--- src/rtl/ras_ctrl.sv ---
// Return-address-stack controller: circular stack of predicted return targets
// with push/pop/replace sequencing, overflow/underflow pulses and flush restore.
module ras_ctrl #(
  parameter  int DEPTH = 8,
  localparam int PTRW  = $clog2(DEPTH),
  localparam int CNTW  = $clog2(DEPTH) + 1
) (
  input  logic            clk_i,
  input  logic            rst_n_i,
  input  logic            fetch_vld_i,
  input  logic            brext_f1_i,
  input  logic [1:0]      rasctl_f1_i,
  input  logic [63:0]     rasdat_f1_i,
  input  logic            flush_vld_i,
  input  logic [PTRW-1:0] flush_tos_i,
  input  logic [CNTW-1:0] flush_cnt_i,
  output logic [63:0]     ras_pcdata_f0_o,
  output logic [PTRW-1:0] ras_tos_o,
  output logic [CNTW-1:0] ras_cnt_o,
  output logic            ras_empty_o,
  output logic            ras_ovf_o,
  output logic            ras_unf_o
);

  localparam logic [CNTW-1:0] FULL_CNT = CNTW'(DEPTH);

  typedef enum logic [1:0] {
    OP_NONE  = 2'b00,
    OP_PUSH  = 2'b01,
    OP_POP   = 2'b10,
    OP_SWAP  = 2'b11
  } ras_op_e;

  logic [63:0]     mem [DEPTH];
  logic [PTRW-1:0] tos_q, tos_d;
  logic [CNTW-1:0] cnt_q, cnt_d;
  logic            empty_q;
  logic            ovf_q, ovf_d;
  logic            unf_q, unf_d;
  logic            wr_en;
  logic [PTRW-1:0] wr_idx;
  logic            op_en;
  logic [63:0]     push_val;
  ras_op_e         op;

  // A flush cancels any operation decoded in the same cycle.
  assign op_en    = fetch_vld_i & brext_f1_i & ~flush_vld_i;
  assign push_val = rasdat_f1_i + 64'h4;
  assign op       = ras_op_e'(rasctl_f1_i);

  // Next pointer, occupancy, entry write and pulse decode.
  always_comb begin
    tos_d  = tos_q;
    cnt_d  = cnt_q;
    ovf_d  = 1'b0;
    unf_d  = 1'b0;
    wr_en  = 1'b0;
    wr_idx = tos_q;
    if (flush_vld_i) begin
      tos_d = flush_tos_i;
      cnt_d = (flush_cnt_i > FULL_CNT) ? FULL_CNT : flush_cnt_i;
    end else if (op_en) begin
      unique case (op)
        OP_PUSH: begin
          tos_d  = tos_q + PTRW'(1);
          wr_en  = 1'b1;
          wr_idx = tos_q + PTRW'(1);
          if (cnt_q == FULL_CNT) ovf_d = 1'b1;
          else                   cnt_d = cnt_q + CNTW'(1);
        end
        OP_POP: begin
          if (cnt_q == '0) begin
            unf_d = 1'b1;
          end else begin
            tos_d = tos_q - PTRW'(1);
            cnt_d = cnt_q - CNTW'(1);
          end
        end
        OP_SWAP: begin
          wr_en  = 1'b1;
          wr_idx = tos_q;
          if (cnt_q == '0) cnt_d = CNTW'(1);
        end
        default: ;
      endcase
    end
  end

  // Pointer, occupancy, empty flag and one-cycle event pulses.
  always_ff @(posedge clk_i or negedge rst_n_i) begin
    if (!rst_n_i) begin
      tos_q   <= '0;
      cnt_q   <= '0;
      empty_q <= 1'b1;
      ovf_q   <= 1'b0;
      unf_q   <= 1'b0;
    end else begin
      tos_q   <= tos_d;
      cnt_q   <= cnt_d;
      empty_q <= (cnt_d == '0);
      ovf_q   <= ovf_d;
      unf_q   <= unf_d;
    end
  end

  // Stack storage; reset clears every entry so stale targets never leak out.
  always_ff @(posedge clk_i or negedge rst_n_i) begin
    if (!rst_n_i) begin
      for (int i = 0; i < DEPTH; i++) mem[i] <= '0;
    end else if (wr_en) begin
      mem[wr_idx] <= push_val;
    end
  end

  assign ras_pcdata_f0_o = (cnt_q != '0) ? mem[tos_q] : 64'h0;
  assign ras_tos_o       = tos_q;
  assign ras_cnt_o       = cnt_q;
  assign ras_empty_o     = empty_q;
  assign ras_ovf_o       = ovf_q;
  assign ras_unf_o       = unf_q;

endmodule

--- config.mk ---
export PLATFORM = sky130hd
export DESIGN_NAME = ras_ctrl
export DESIGN_NICKNAME = d
export VERILOG_FILES = /design/src/rtl/ras_ctrl.sv
export SDC_FILE = /design/constraint.sdc
export NUM_CORES = 1
export LEC_CHECK = 0
export BUFFER_PORTS_ARGS = -buffer_cell sky130_fd_sc_hd__clkbuf_2
export CAP_MARGIN = 40
export CELL_PAD_IN_SITES_DETAIL_PLACEMENT = 0
export CELL_PAD_IN_SITES_GLOBAL_PLACEMENT = 1
export CORE_UTILIZATION = 44
export CTS_CLUSTER_DIAMETER = 200
export DETAILED_ROUTE_END_ITERATION = 8
export MAX_ROUTING_LAYER = met4
export PLACE_DENSITY_LB_ADDON = 0.05
export SETUP_SLACK_MARGIN = 0.1
export SYNTH_ARGS = -nofsm -noshare
export SYNTH_HDL_FRONTEND = slang
export SYNTH_SLANG_ARGS = --single-unit
--- constraint.sdc ---
create_clock -name clk_i -period 3.21 [get_ports clk_i]
set_clock_uncertainty 0.15 [all_clocks]
set_input_delay 0.4815 -clock clk_i [delete_from_list [all_inputs] [get_ports clk_i]]
set_output_delay 0.4815 -clock clk_i [all_outputs]
set_load 0.05 [all_outputs]
Word level (Yosys, flattened, before mapping)
Index checks and enable logic that the tools add are counted.
- input port bits: 78
- register bits after elaboration: 522
- logic and storage cells: 72
- order comparisons: 4
- bitwise logic cells: 5
- mux-type cells: 32
- reduce and logical (&&, ||, !) cells: 8
- add/sub/neg operators: 5
- equality and inequality tests: 5
- operators by type and width (cell ; number):
    bitwise mux 512 bit ; 1
    two-way mux 64 bit ; 4
    binary-select mux 64 bit (select 3 bit) ; 1
    demux 64 bit (select 3 bit) ; 1
    adder 64 x 3 -> 64 bit, second input constant ; 1
    two-way mux 4 bit ; 6
    two-way mux 3 bit ; 6
    case mux 4 bit (3 select lines) ; 1
    two-way mux 1 bit ; 11
    greater-or-equal comparator 4 bit, second input constant ; 2
    logical NOT 4 bit ; 2
    NOT 3 -> 4 bit ; 2
    case mux 3 bit (2 select lines) ; 1
    adder 4 x 1 -> 4 bit, second input constant ; 1
    equality test 2 bit, second input constant ; 2
    equality test 4 bit, second input constant ; 1
    greater-than comparator 4 bit, second input constant ; 1
    < comparator 4 x 1 -> 1 bit, second input constant ; 1
    nonzero test 4 bit ; 1
    subtractor 4 x 1 -> 4 bit, second input constant ; 1
    adder 3 x 1 -> 3 bit, second input constant ; 1
    inequality test 3 bit, second input constant ; 1
    AND reduction 3 bit ; 1
    nonzero test 3 bit ; 1
    7 further kinds ; 8

Depth between registers and ports, before layout
- depth after elaboration: 10
- depth in mapped cells: 13

Worst setup path after synthesis
Ideal clock, no wire load.
- path kind: register to register
- start point: reg tos_q[1] (netlist: ras_tos_o[1])
- end point: reg mem[0] in the netlist's numbering
- data arrival time: 3.271 ns
- setup slack: -0.336 ns
- library setup time: 0.125 ns
- period minus slack after synthesis: 3.546 ns
- stages on the path, launching flop included: 13
- cell sequence: dfrtp_1 > clkbuf_1 > clkbuf_1 > clkbuf_1 > inv_1 > ha_1 > inv_1 > a2111oi_0 > o21bai_1 > and2_1 > clkbuf_1 > buf_2 > mux2_2
- cells in the longest elaborated chain, start to end: 10
- elaborated cells between the ends (all ways): 11
- classes of those cells: 1 x add/sub; 2 x order compare; 6 x mux; 1 x bitwise; 1 x reduce/logical
- RTL lines (what ; RTL line ; source):
    from (decl) ; 35 ; logic [PTRW-1:0] tos_q, tos_d;
    from (signal assigned) ; 98 ; tos_q <= tos_d;
    adder 3 x 1 -> 3 bit ; 67 ; wr_idx = tos_q + PTRW'(1);
    two-way mux 3 bit ; 63 ; unique case (op)
    two-way mux 3 bit ; 62 ; end else if (op_en) begin
    two-way mux 3 bit * ; 59 ; if (flush_vld_i) begin
    NOT 3 -> 4 bit (not written as such) * ; 111 ; mem[wr_idx] <= push_val;
    greater-or-equal comparator 4 bit (not written as such) / < comparator 4 x 1 -> 1 bit (equally long branches) ; 111 ;
    logical AND 1 bit (not written as such) ; 111 ;
    two-way mux 64 bit (not written as such) ; 111 ;
    demux 64 bit (select 3 bit) * ; 111 ;
    bitwise mux 512 bit * ; 111 ;
    to (signal, indexed assignment) ; 111 ;
    to (decl) ; 34 ; logic [63:0] mem [DEPTH];
Mark *: on every way between the ends. The rest lies on a longest branch, timed or not.
A chain may end at the register's enable or synchronous reset.

Worst setup path after layout
- start point: reg tos_q[0] (netlist: ras_tos_o[0])
- end point: out ras_pcdata_f0_o[41]
- cells in the longest elaborated chain, start to end: 5
- RTL lines (what ; RTL line ; source):
    NOT 3 -> 4 bit (not written as such) ; 115 ; assign ras_pcdata_f0_o = (cnt_q != '0) ? mem[tos_q] : 64'h0;
    binary-select mux 64 bit (select 3 bit) ; 115 ;
    two-way mux 64 bit (not written as such) (2 in series) ; 115 ;
    two-way mux 64 bit ; 115 ;
    to (decl) ; 17 ; output logic [63:0] ras_pcdata_f0_o,
No other way between the ends. The select of a mux whose other input is x is not followed.

==> qor.txt <==
Syn. warnings -> 0
Setup TNS -> 0 ps
Detail Placement HPWL -> 43.8 mm
Worst R2R Start -> ras_tos_o[0]
DR WL/cell -> 22.6 um
Least-Margin Pin Slew -> 812 ps
Final Cycle Share -> 95.8%
RSZ-0062 raised after global routing -> true
R2R Path End -> mem[355]
Setup violators final -> 0
Most frequent cells in the layout -> dfrtp_1 (517), nand2_1 (510), o21ai_0 (363), nor2_1 (160), a21oi_1 (149)
Core Box Area -> 53800 um2
Worst r2r path cells -> 8
Area of the die -> 55500 um2
CP endpoint -> ras_pcdata_f0_o[41]
Start point of the critical path -> ras_tos_o[0]
Average size of a mapped cell -> 10.3 um2
Clock Path Buffers -> 3
CP Buf/Inv Count -> 4
Worst path arrival time -> 2440 ps
Clock transition at path regs -> 60 ps
Yosys reg bits -> 522
Fillcell total -> 4745
Die Height -> 236 um
Max Slew Vio Count -> 0
First-pass GRT wire length -> 112 mm
Register area share after synthesis -> 54.4%
Cell count after synthesis -> 2324
Final hold slack -> 23.4 ps
Nets -> 2587
Root Driver -> clkbuf_16
WL final -> 73.5 mm
Via count -> 18100
Port buffer count -> 151
Synth top area share -> 54.3%
Area contributors post-synth -> dfrtp_1 (54%), mux4_2 (12%), nand2_1 (8.3%), o21ai_0 (7.6%), a21oi_1 (4.3%)
Final ANT Viol Nets -> 0
# H-tree levels -> 2
WL met3 -> 3.02 mm
Biggest area consumer among synthesized cells -> dfrtp_1
Layout area overhead -> 23.9%
Status -> completed
Number of synthesized flops with an enable pin -> 0
Fmax -> 0.325 GHz
Slew margin rel. -> 45.5%
Max cap viols -> 0
Final hold viol count -> 0
Most common cell after layout, fill and taps aside -> dfrtp_1
Top routing layer used -> met4
Cell family with most CP delay -> buffers and inverters
Clk_lat worst skew -> 600 ps
Crit-path max cell delay -> 510 ps
Slowest CP cell -> dfrtp_4
Vias in the first global route -> 18200
Grt ovf -> 0
Top FF cell, synth -> dfrtp_1
Initial antenna violation count -> 4
Critical path type -> register to primary output
1st-pass router iterations -> 5
Min Tclk post-route -> 3070 ps
Initial Util -> 44.6%
Worst Hold Class -> input pin to register
Row cnt -> 85
CTS buffer count -> 58
GRT Util Overall -> 27.3%
CP startpoint kind -> register
FFs w/ async S/R, synth -> 100%
CTS tree -> done
Crit. path cell count -> 7
VDD IR max -> 448 uV
Setup crit end kind -> primary output
Routability cong. -> 0.842
Post-Syn Nets -> 2408
1st-iter DRT viols -> 1334
Remaining routing DRC violations -> 0
R2R Setup Slk -> 240 ps
CP Max Fanout -> 7
Finished Layout Cells -> 3251
Pwr per Cell Area -> 800 nW/um2
CP dominant cell by count -> buf_16
Largest net degree at the start of global routing -> 101
Placed cell count -> 3101
Met2 wire length -> 36.4 mm
Crit-path cells -> buf_16, buf_16, clkbuf_16, mux4_2, nand2_1, a21oi_2, buf_8
Data required, critical path -> 2580 ps
I/O pin count -> 152
Distinct cells, synth -> 54
Power, Total -> 23.8 mW
CTS sink cnt -> 522
Die width -> 236 um
Vias/cell -> 5.55
Leakage Power -> 13.1 nW
Layout cell share with drive strength beyond 1 -> 25.0%
Met1 wire length -> 32.7 mm
Synthesized area -> 24000 um2
-- repair_timing --
action / 4_1_cts / 5_1_grt
pin swaps: 5 / 15
cloned: 10 / 8
endpoints found under the setup margin: 64 / 185
endpoints found under the hold margin: 43 / 0
setup buffers: 12 / 6
hold buffers: 3 / 0
gates resized for setup: 157 / 74
-- logic make-up (layout without fill, tap and decap cells) --
kind of cell    count (synthesis)  in the layout  synth area share (%)
mux                           153            153                  13.2
flops                         522            522                  54.4
simple gates                  801            802                  14.1
xor+xnor                       62             62                  2.26
compound gates                592            592                  12.6
fa+ha+maj                       6              6                 0.313
other cells                     0              4                     0
buf+inv                       188            414                  3.17
-- worst min-delay path by stage --
stage / from / endpoint / slack, ps / depth (start not counted)
floorplan: rst_n_i / mem[0] / 40 / 0
global placement: rst_n_i / mem[468] / 280 / 1
detailed placement: rst_n_i / mem[468] / 290 / 1
CTS: flush_cnt_i[0] / ras_cnt_o[0] / 3 / 3
global route: flush_cnt_i[0] / ras_cnt_o[0] / 30 / 3
finish: flush_cnt_i[2] / ras_cnt_o[2] / 20 / 3
-- through the flow --
step / worst slack, ps / utilization (%) / instance area, um2
after floorplan: 16.8 / - / 24200
after global placement: 191 / 48.8 / 26300
after detailed placement: 120 / 48.9 / 26300
after CTS: 47.2 / 54.5 / 29300
after global routing: 76.0 / 55.2 / 29700
final: 135 / 55.2 / 29700
-- power breakdown --
| group | switching, mW | internal, mW | total (mW) |
|---|---|---|---|
| sequential | 1.04 | 8.59 | 9.63 |
| combinational | 4.15 | 3.35 | 7.51 |
| clock | 2.71 | 3.93 | 6.64 |
| total | 7.90 | 15.9 | 23.8 |
-- layer usage --
layer  global-route usage [%]  up-vias
met3                     3.74       99
met5                        -        -
met4                     7.57        0
met2                     43.9      364
met1                     36.5     9139
li1                         -     8454
-- worst min-delay path: cells and delay by family --
kind                   cells  cell delay [ps]
buffers and inverters      1               80
AO/OA/AOI/OAI              2              160
-- Yosys cell counts, drive strengths merged, types with 6 or more instances --
cell    instances
mux4          128
a31oi           6
mux2           21
xor2           14
nand2         533
buf            65
nor2          160
o21ai         366
nor3           18
a21oi         204
and3            6
nor4           18
xnor2          48
nand4          12
clkbuf        103
ha              6
dfrtp         521
inv            20
nand3          24
-- state kept, by name (all words and copies together), names as in the netlist --
register     flops
mem            512
ras_cnt_o        4
ras_empty_o      1
ras_ovf_o        1
ras_tos_o        3
ras_unf_o        1
-- area by class of cell --
type	instances	area (um2)	share of cell area, %
clock inverter	13	101	0.341
clock buffer	95	1820	6.13
inverter	20	82.6	0.278
antenna	4	10.0	0.0337
timing repair buffer	286	3120	10.5
tap	696	871	2.93
multi-input combinational	1615	10600	35.8
sequential	522	13100	44.0
(Power assumes the default switching activity.)
